===== config.mk =====
export PLATFORM = sky130hd
export DESIGN_NAME = qrd_skew_scheduler
export DESIGN_NICKNAME = d
export VERILOG_FILES = /design/src/rtl/qrd_skew_scheduler.sv
export SDC_FILE = /design/constraint.sdc
export NUM_CORES = 1
export LEC_CHECK = 0
export BUFFER_PORTS_ARGS = -buffer_cell sky130_fd_sc_hd__buf_2
export CORE_ASPECT_RATIO = 2
export CORE_MARGIN = 2
export CORE_UTILIZATION = 43
export CTS_CLUSTER_DIAMETER = 100
export DETAILED_ROUTE_END_ITERATION = 7
export HOLD_SLACK_MARGIN = 0.06
export PLACE_DENSITY = 0.76
export RECOVER_POWER = 25
export SYNTH_ARGS = -nofsm -noshare
export SYNTH_HDL_FRONTEND = slang
export SYNTH_SLANG_ARGS = --single-unit

===== constraint.sdc =====
create_clock -name clk -period 2.31 [get_ports clk]
set_input_delay 0.1155 -clock clk [delete_from_list [all_inputs] [get_ports clk]]
set_output_delay 0.1155 -clock clk [all_outputs]
set_load 0.01 [all_outputs]

===== src/rtl/qrd_skew_scheduler.sv =====
`default_nettype none
// ============================================================================
//  Module   : qrd_skew_scheduler
//  Brief    : Row-feed controller for the QRD-RLS array: triangular input
//             skew per column, per-frame row counting, drain and frame_done.
//  Revision : 1.0
// ============================================================================
module qrd_skew_scheduler #(
  parameter int N           = 5,
  parameter int DATA_LENGTH = 8,
  parameter int ROWS        = 16,
  parameter int PE_LAT      = 20,
  parameter int RW          = $clog2(ROWS + 1)
) (
  input  logic                     clk,
  input  logic                     rst_n,
  input  logic                     start,
  input  logic                     in_valid,
  output logic                     in_ready,
  input  logic [N*DATA_LENGTH-1:0] in_data,
  output logic [N*DATA_LENGTH-1:0] col_data,
  output logic [N-1:0]             col_valid,
  output logic [RW-1:0]            row_cnt,
  output logic                     busy,
  output logic                     frame_done
);

  localparam int              c_DW          = $clog2(N + PE_LAT + 1);
  localparam logic [RW-1:0]   c_ROWS_LAST   = RW'(ROWS - 1);
  localparam logic [c_DW-1:0] c_DRAIN_LAST  = c_DW'(N + PE_LAT - 1);

  typedef enum logic [1:0] {
    S_IDLE  = 2'd0,
    S_FEED  = 2'd1,
    S_DRAIN = 2'd2,
    S_DONE  = 2'd3
  } state_t;

  state_t          r_state;
  state_t          w_state_next;
  logic [RW-1:0]   r_row_cnt;
  logic [RW-1:0]   w_row_cnt_next;
  logic [c_DW-1:0] r_drain_cnt;
  logic [c_DW-1:0] w_drain_next;
  logic            r_in_ready;
  logic            r_busy;
  logic            r_frame_done;
  logic            w_acc;

  assign w_acc = in_valid & r_in_ready;

  always_ff @(posedge clk or negedge rst_n) begin
    if (!rst_n) begin
      r_state      <= S_IDLE;
      r_row_cnt    <= '0;
      r_drain_cnt  <= '0;
      r_in_ready   <= 1'b0;
      r_busy       <= 1'b0;
      r_frame_done <= 1'b0;
    end else begin
      r_state      <= w_state_next;
      r_row_cnt    <= w_row_cnt_next;
      r_drain_cnt  <= w_drain_next;
      // Status flags are decoded from the next state so they are true registers.
      r_in_ready   <= (w_state_next == S_FEED);
      r_busy       <= (w_state_next != S_IDLE);
      r_frame_done <= (w_state_next == S_DONE);
    end
  end

  always_comb begin
    w_state_next   = r_state;
    w_row_cnt_next = r_row_cnt;
    w_drain_next   = r_drain_cnt;
    case (r_state)
      S_IDLE: begin
        if (start) begin
          w_state_next   = S_FEED;
          w_row_cnt_next = '0;
          w_drain_next   = '0;
        end
      end
      S_FEED: begin
        if (w_acc) begin
          w_row_cnt_next = r_row_cnt + 1'b1;
          if (r_row_cnt == c_ROWS_LAST) begin
            w_state_next = S_DRAIN;
            w_drain_next = '0;
          end
        end
      end
      S_DRAIN: begin
        if (r_drain_cnt == c_DRAIN_LAST) begin
          w_state_next = S_DONE;
          w_drain_next = '0;
        end else begin
          w_drain_next = r_drain_cnt + 1'b1;
        end
      end
      S_DONE: begin
        w_state_next = S_IDLE;
      end
      default: begin
        w_state_next = S_IDLE;
      end
    endcase
  end

  // Lane k is k+1 registers deep; the shift runs every cycle regardless of state.
  for (genvar k = 0; k < N; k++) begin : g_lane
    logic [DATA_LENGTH-1:0] r_dsr [0:k];
    logic [k:0]             r_vsr;

    always_ff @(posedge clk or negedge rst_n) begin
      if (!rst_n) begin
        r_vsr <= '0;
        for (int s = 0; s <= k; s++) r_dsr[s] <= '0;
      end else begin
        r_vsr[0] <= w_acc;
        r_dsr[0] <= in_data[k*DATA_LENGTH +: DATA_LENGTH];
        for (int s = 1; s <= k; s++) begin
          r_vsr[s] <= r_vsr[s-1];
          r_dsr[s] <= r_dsr[s-1];
        end
      end
    end

    assign col_data[k*DATA_LENGTH +: DATA_LENGTH] = r_dsr[k];
    assign col_valid[k]                           = r_vsr[k];
  end

  assign in_ready   = r_in_ready;
  assign busy       = r_busy;
  assign frame_done = r_frame_done;
  assign row_cnt    = r_row_cnt;

endmodule
`default_nettype wire


# After elaboration in Yosys (flattened, before gate mapping)
# Cells that the tools add are included.
[op_classes]
bitwise_logic = 1
add_sub_neg = 2
reduce_logical = 6
eq_ne = 10
mux = 12
[ops]
columns = ["op", "count"]
rows = [
  ["$mux 5", 5],
  ["$pmux 5 s3", 1],
  ["$add 5x1->5 const B", 2],
  ["$pmux 5 s2", 1],
  ["$mux 2", 4],
  ["$pmux 2 s4", 1],
  ["$eq 2x2->1 const B", 3],
  ["$ne 2x2->1 const B", 3],
  ["$eq 5x4->1 const B", 1],
  ["$eq 5x5->1 const B", 1],
  ["$eq 2x1->1 const B", 2],
  ["$reduce_and 4->1", 1],
  ["$reduce_bool 2->1", 2],
  ["$reduce_and 3->1", 1],
  ["$reduce_bool 3->1", 1],
  ["$logic_not 2->1", 1],
  ["$and 1x1->1", 1],
]
[word_totals]
ff_bits = 150
input_bits = 44
wordCells = 57

# Logic depth before layout (Yosys ltp)
[logic_depth]
word_depth = 5
mapped_depth = 6
ltp_nobuf = 6

# Worst setup path after synthesis
# No wires, ideal clock.
[synth_timing]
path_type = "flip-flop to flip-flop"
from = "reg r_row_cnt[0] (netlist: row_cnt[0])"
to = "reg r_drain_cnt[4]"
setup_time_ps = 137
path_stages_with_launch = 7
t_required_ps = 2173
arrival_ps = 1381
synth_period_minus_slack_ps = 1519
slack_ps = 791
path_buffers = 0
cell_sequence = "dfrtp_1 > ha_1 > and3_1 > ha_1 > nand4_2 > o22ai_2 > o221ai_1"
[synth_between]
elab_chain_cells = 3
[synth_lines]
columns = ["item", "line", "text"]
rows = [
  ["start: declaration", "41", "logic [RW-1:0] r_row_cnt;"],
  ["start signal: assignment", "62", "r_row_cnt <= w_row_cnt_next;"],
  ["$eq 5x4->1", "86", "if (r_row_cnt == c_ROWS_LAST) begin"],
  ["$ne 2x2->1 (no line)", "-", ""],
  ["$reduce_and 4->1 (no line)", "-", ""],
  ["end signal: assignment", "63", "r_drain_cnt <= w_drain_next;"],
  ["end: declaration", "43", "logic [c_DW-1:0] r_drain_cnt;"],
]
# Every way passes these cells.
# A chain may end at the register's enable or synchronous reset.

# Worst setup path after layout
[layout_timing]
from = "reg r_row_cnt[0] (netlist: row_cnt[0])"
to = "reg r_drain_cnt[3]"
# The elaborated chain is that of the path after synthesis.

==> results.json <==
{
  "outcome": "completed",
  "ctsHtreeMaxLevel": 4,
  "pin_count": 97,
  "drv_slew": 0,
  "die_w_um": 73.5,
  "cp.arrival_ns": 1.90,
  "placed_area_um2": 4530,
  "power.density_nw_per_um2": 1070,
  "dp.cells": 399,
  "yosysWarningCount": 0,
  "layout-drive-gt1-share_pct": 35.1,
  "synth_commonest_cells": "dfrtp_1, buf_4, inv_1",
  "synth_fa_ha_area_share_pct": 1.21,
  "wl_per_cell_um": 13.8,
  "cts.repair.resized": 0,
  "period_needed_ns": 1.63,
  "gp_congestion": 0.819,
  "endpoint_kind": "flip-flop",
  "vias": 2086,
  "cp_slowest_cell": "dfrtp_1",
  "clk_pin_slew_ns": 0.05,
  "dieArea_um2": 10500,
  "fin_crit_sh_pct": 70.6,
  "synth_most_common_cell": "dfrtp_1",
  "cpPeakStageDelay_ns": 0.42,
  "synth_compound_gate_area_share_pct": 3.38,
  "p_leak_uw": 0.00265,
  "setup_viol": 0,
  "viasPerCell": 4.42,
  "first_global_vias": 2275,
  "cp_top_family": "compound AO/OA/AOI/OAI gates",
  "area_delta_synth_final_pct": 33.1,
  "drt_first_pass_iters": 4,
  "drc_errors": 0,
  "crit_buf_inv": 0,
  "core_area_um2": 9380,
  "vdd_drop_max_mv": 0.675,
  "postSynthAreaPerCell_um2": 17.9,
  "die_h_um": 143,
  "yosys.area.top_type": "dfrtp_1",
  "grt_setup_unrepaired": "false",
  "nFillCells": 714,
  "cts.sinks": 140,
  "synth_top_family_by_area": "buffers and inverters",
  "postCtsHoldBufs": 42,
  "tns_ns": 0,
  "layout.nets": 404,
  "post-cts-setup-buffers": 0,
  "fin_skew_ns": 0.00620,
  "syn_inst": 232,
  "cts_tree": "yes",
  "synthesis.nets": 280,
  "worstSetupPathType": "flip-flop to flip-flop",
  "path_max_fanout": 5,
  "ff2ff_setup_slack_ns": 0.68,
  "grt_use_total_pct": 14.1,
  "synth-xor-area-share_pct": 0.211,
  "final_hold_viol_count": 0,
  "diodes": 0,
  "async_flop_share_pct": 100,
  "antenna_found_initial": 0,
  "final_area_um2": 5530,
  "grt-ovfl-total": 0,
  "fmaxAchievable_mhz": 613,
  "cts-root-buf": "clkbuf_16",
  "required_ns": 2.58,
  "grt_max_degree": 65,
  "hold_path_class": "input port to flip-flop",
  "cts_buffer_depth": 2,
  "critPathLaunchType": "flip-flop",
  "ys.flop_type": "dfrtp_1",
  "start_util_pct": 44.2,
  "synth_top_area_share_pct": 84.4,
  "worst_pin_slew_ns": 0.537,
  "ys_seq_elements": 140,
  "dp_hpwl_mm": 4.09,
  "slew_headroom_pct": 64.2,
  "cp_common_cell": "ha_1",
  "rows": 50,
  "cap_viol_max_count": 0,
  "synth.cell_area_um2": 4150,
  "synth_area_leaders": "dfrtp_1, buf_4, ha_1, a22o_1, inv_1",
  "fin_hold_ws_ns": 0.0813,
  "synth_edf_count": 0,
  "synthSimpleGateAreaFrac_pct": 3.25,
  "portBuffers": 96,
  "clock_latency_ns": 0.40,
  "routed_wl_mm": 6.52,
  "grt_pass1_wl_mm": 10.9,
  "first_iter_violations": 71,
  "synth.distinct_cells": 33,
  "cts_buffers": 17,
  "multi_input_area_um2": 355,
  "layout.cells.non_filler": 472,
  "antenna_left": 0,
  "register_area_um2": 3500,
  "muxShareOfSynthArea_pct": 0.512,
  "synth_seq_area_share_pct": 84.4,
  "crit_chain": "ha_1 > and3_1 > ha_1 > nand4_2 > o22ai_2 > o22ai_1"
}
-- path summary, 6_finish.rpt --
path | from | to | cells after the start
worst max-delay path | row_cnt[0] | r_drain_cnt[3] | 6
worst min-delay path | in_valid | r_state[1] | 3
worst max register to register | row_cnt[0] | r_drain_cnt[3] | 6
worst min register to register | g_lane[1].r_dsr[8] | col_data[8] | 0
max in group asynchronous | rst_n | g_lane[2].r_dsr[8] | 3
min in group asynchronous | rst_n | g_lane[4].r_dsr[37] | 2
-- worst min-delay path: stages --
cell and delay (ns):
buf_2 0.13, nand4_2 0.13, o21ai_1 0.06
-- cell usage in the layout (no fill, tap or decap), drive strengths merged, types with 2 or more instances in the layout --
cell type and n:
clkinvlp 2, o22ai 3, o21ai 3, nand2 5, bufinv 2, clkinv 5, nor2b 2, nor2 3
clkbuf 22, a22o 4, inv 8, buf 97, dfrtp 140, nand3 5, dlygate4sd3 42, a21oi 2
ha 4
-- power by group --
group	switching, uW	internal [uW]	total [uW]
clock network	921	1640	2560
logic	286	277	563
registers	133	2650	2790
total	1340	4570	5910
-- per-stage QoR --
| stage | setup slack [ns] | utilization [%] | total power, uW |
|---|---|---|---|
| 2_1_floorplan | 0.791 | - | 3110 |
| 3_3_place_gp | 0.764 | 48.3 | 3290 |
| 3_5_place_dp | 0.672 | 48.3 | 3340 |
| 4_1_cts | 0.671 | 58.9 | 5990 |
| 5_1_grt | 0.527 | 58.9 | 6190 |
| 6_report | 0.680 | 58.9 | 5910 |
-- flip-flops by register name, summed over array words and instances (netlist names) --
signal	cells
row_cnt	5
frame_done	1
col_data	32
r_state	2
in_ready	1
g_lane.r_dsr	88
g_lane.r_vsr	5
r_drain_cnt	5
busy	1
-- routing by layer --
metal  up-vias  part of all wire [%]  GRT usage [%]
li1        972                     -              -
met1      1034                    38           16.2
met2        69                    55           22.6
met3        11                   4.6           4.09
met4         0                   2.5           8.90
met5         -                     0              0
-- logic make-up (layout without fill, tap and decap cells) --
logic type | after synthesis | count (layout)
AO/OA/AOI/OAI | 19 | 19
XOR/XNOR | 1 | 1
adder cells (fa/ha/maj) | 4 | 4
buffers and inverters | 42 | 178
flip-flops | 140 | 140
multiplexers | 2 | 2
AND/OR/NAND/NOR | 24 | 24
-- area by class of cell --
type / count / area share [%]
clock inverters: 10 / 2.11
flip-flops and latches: 140 / 63.4
inverters: 7 / 0.476
clock buffers: 21 / 8.33
repair buffers: 140 / 16.9
multi-input cells: 50 / 6.43
well taps: 104 / 2.36
Note: power is estimated with default switching activity, not from simulation.
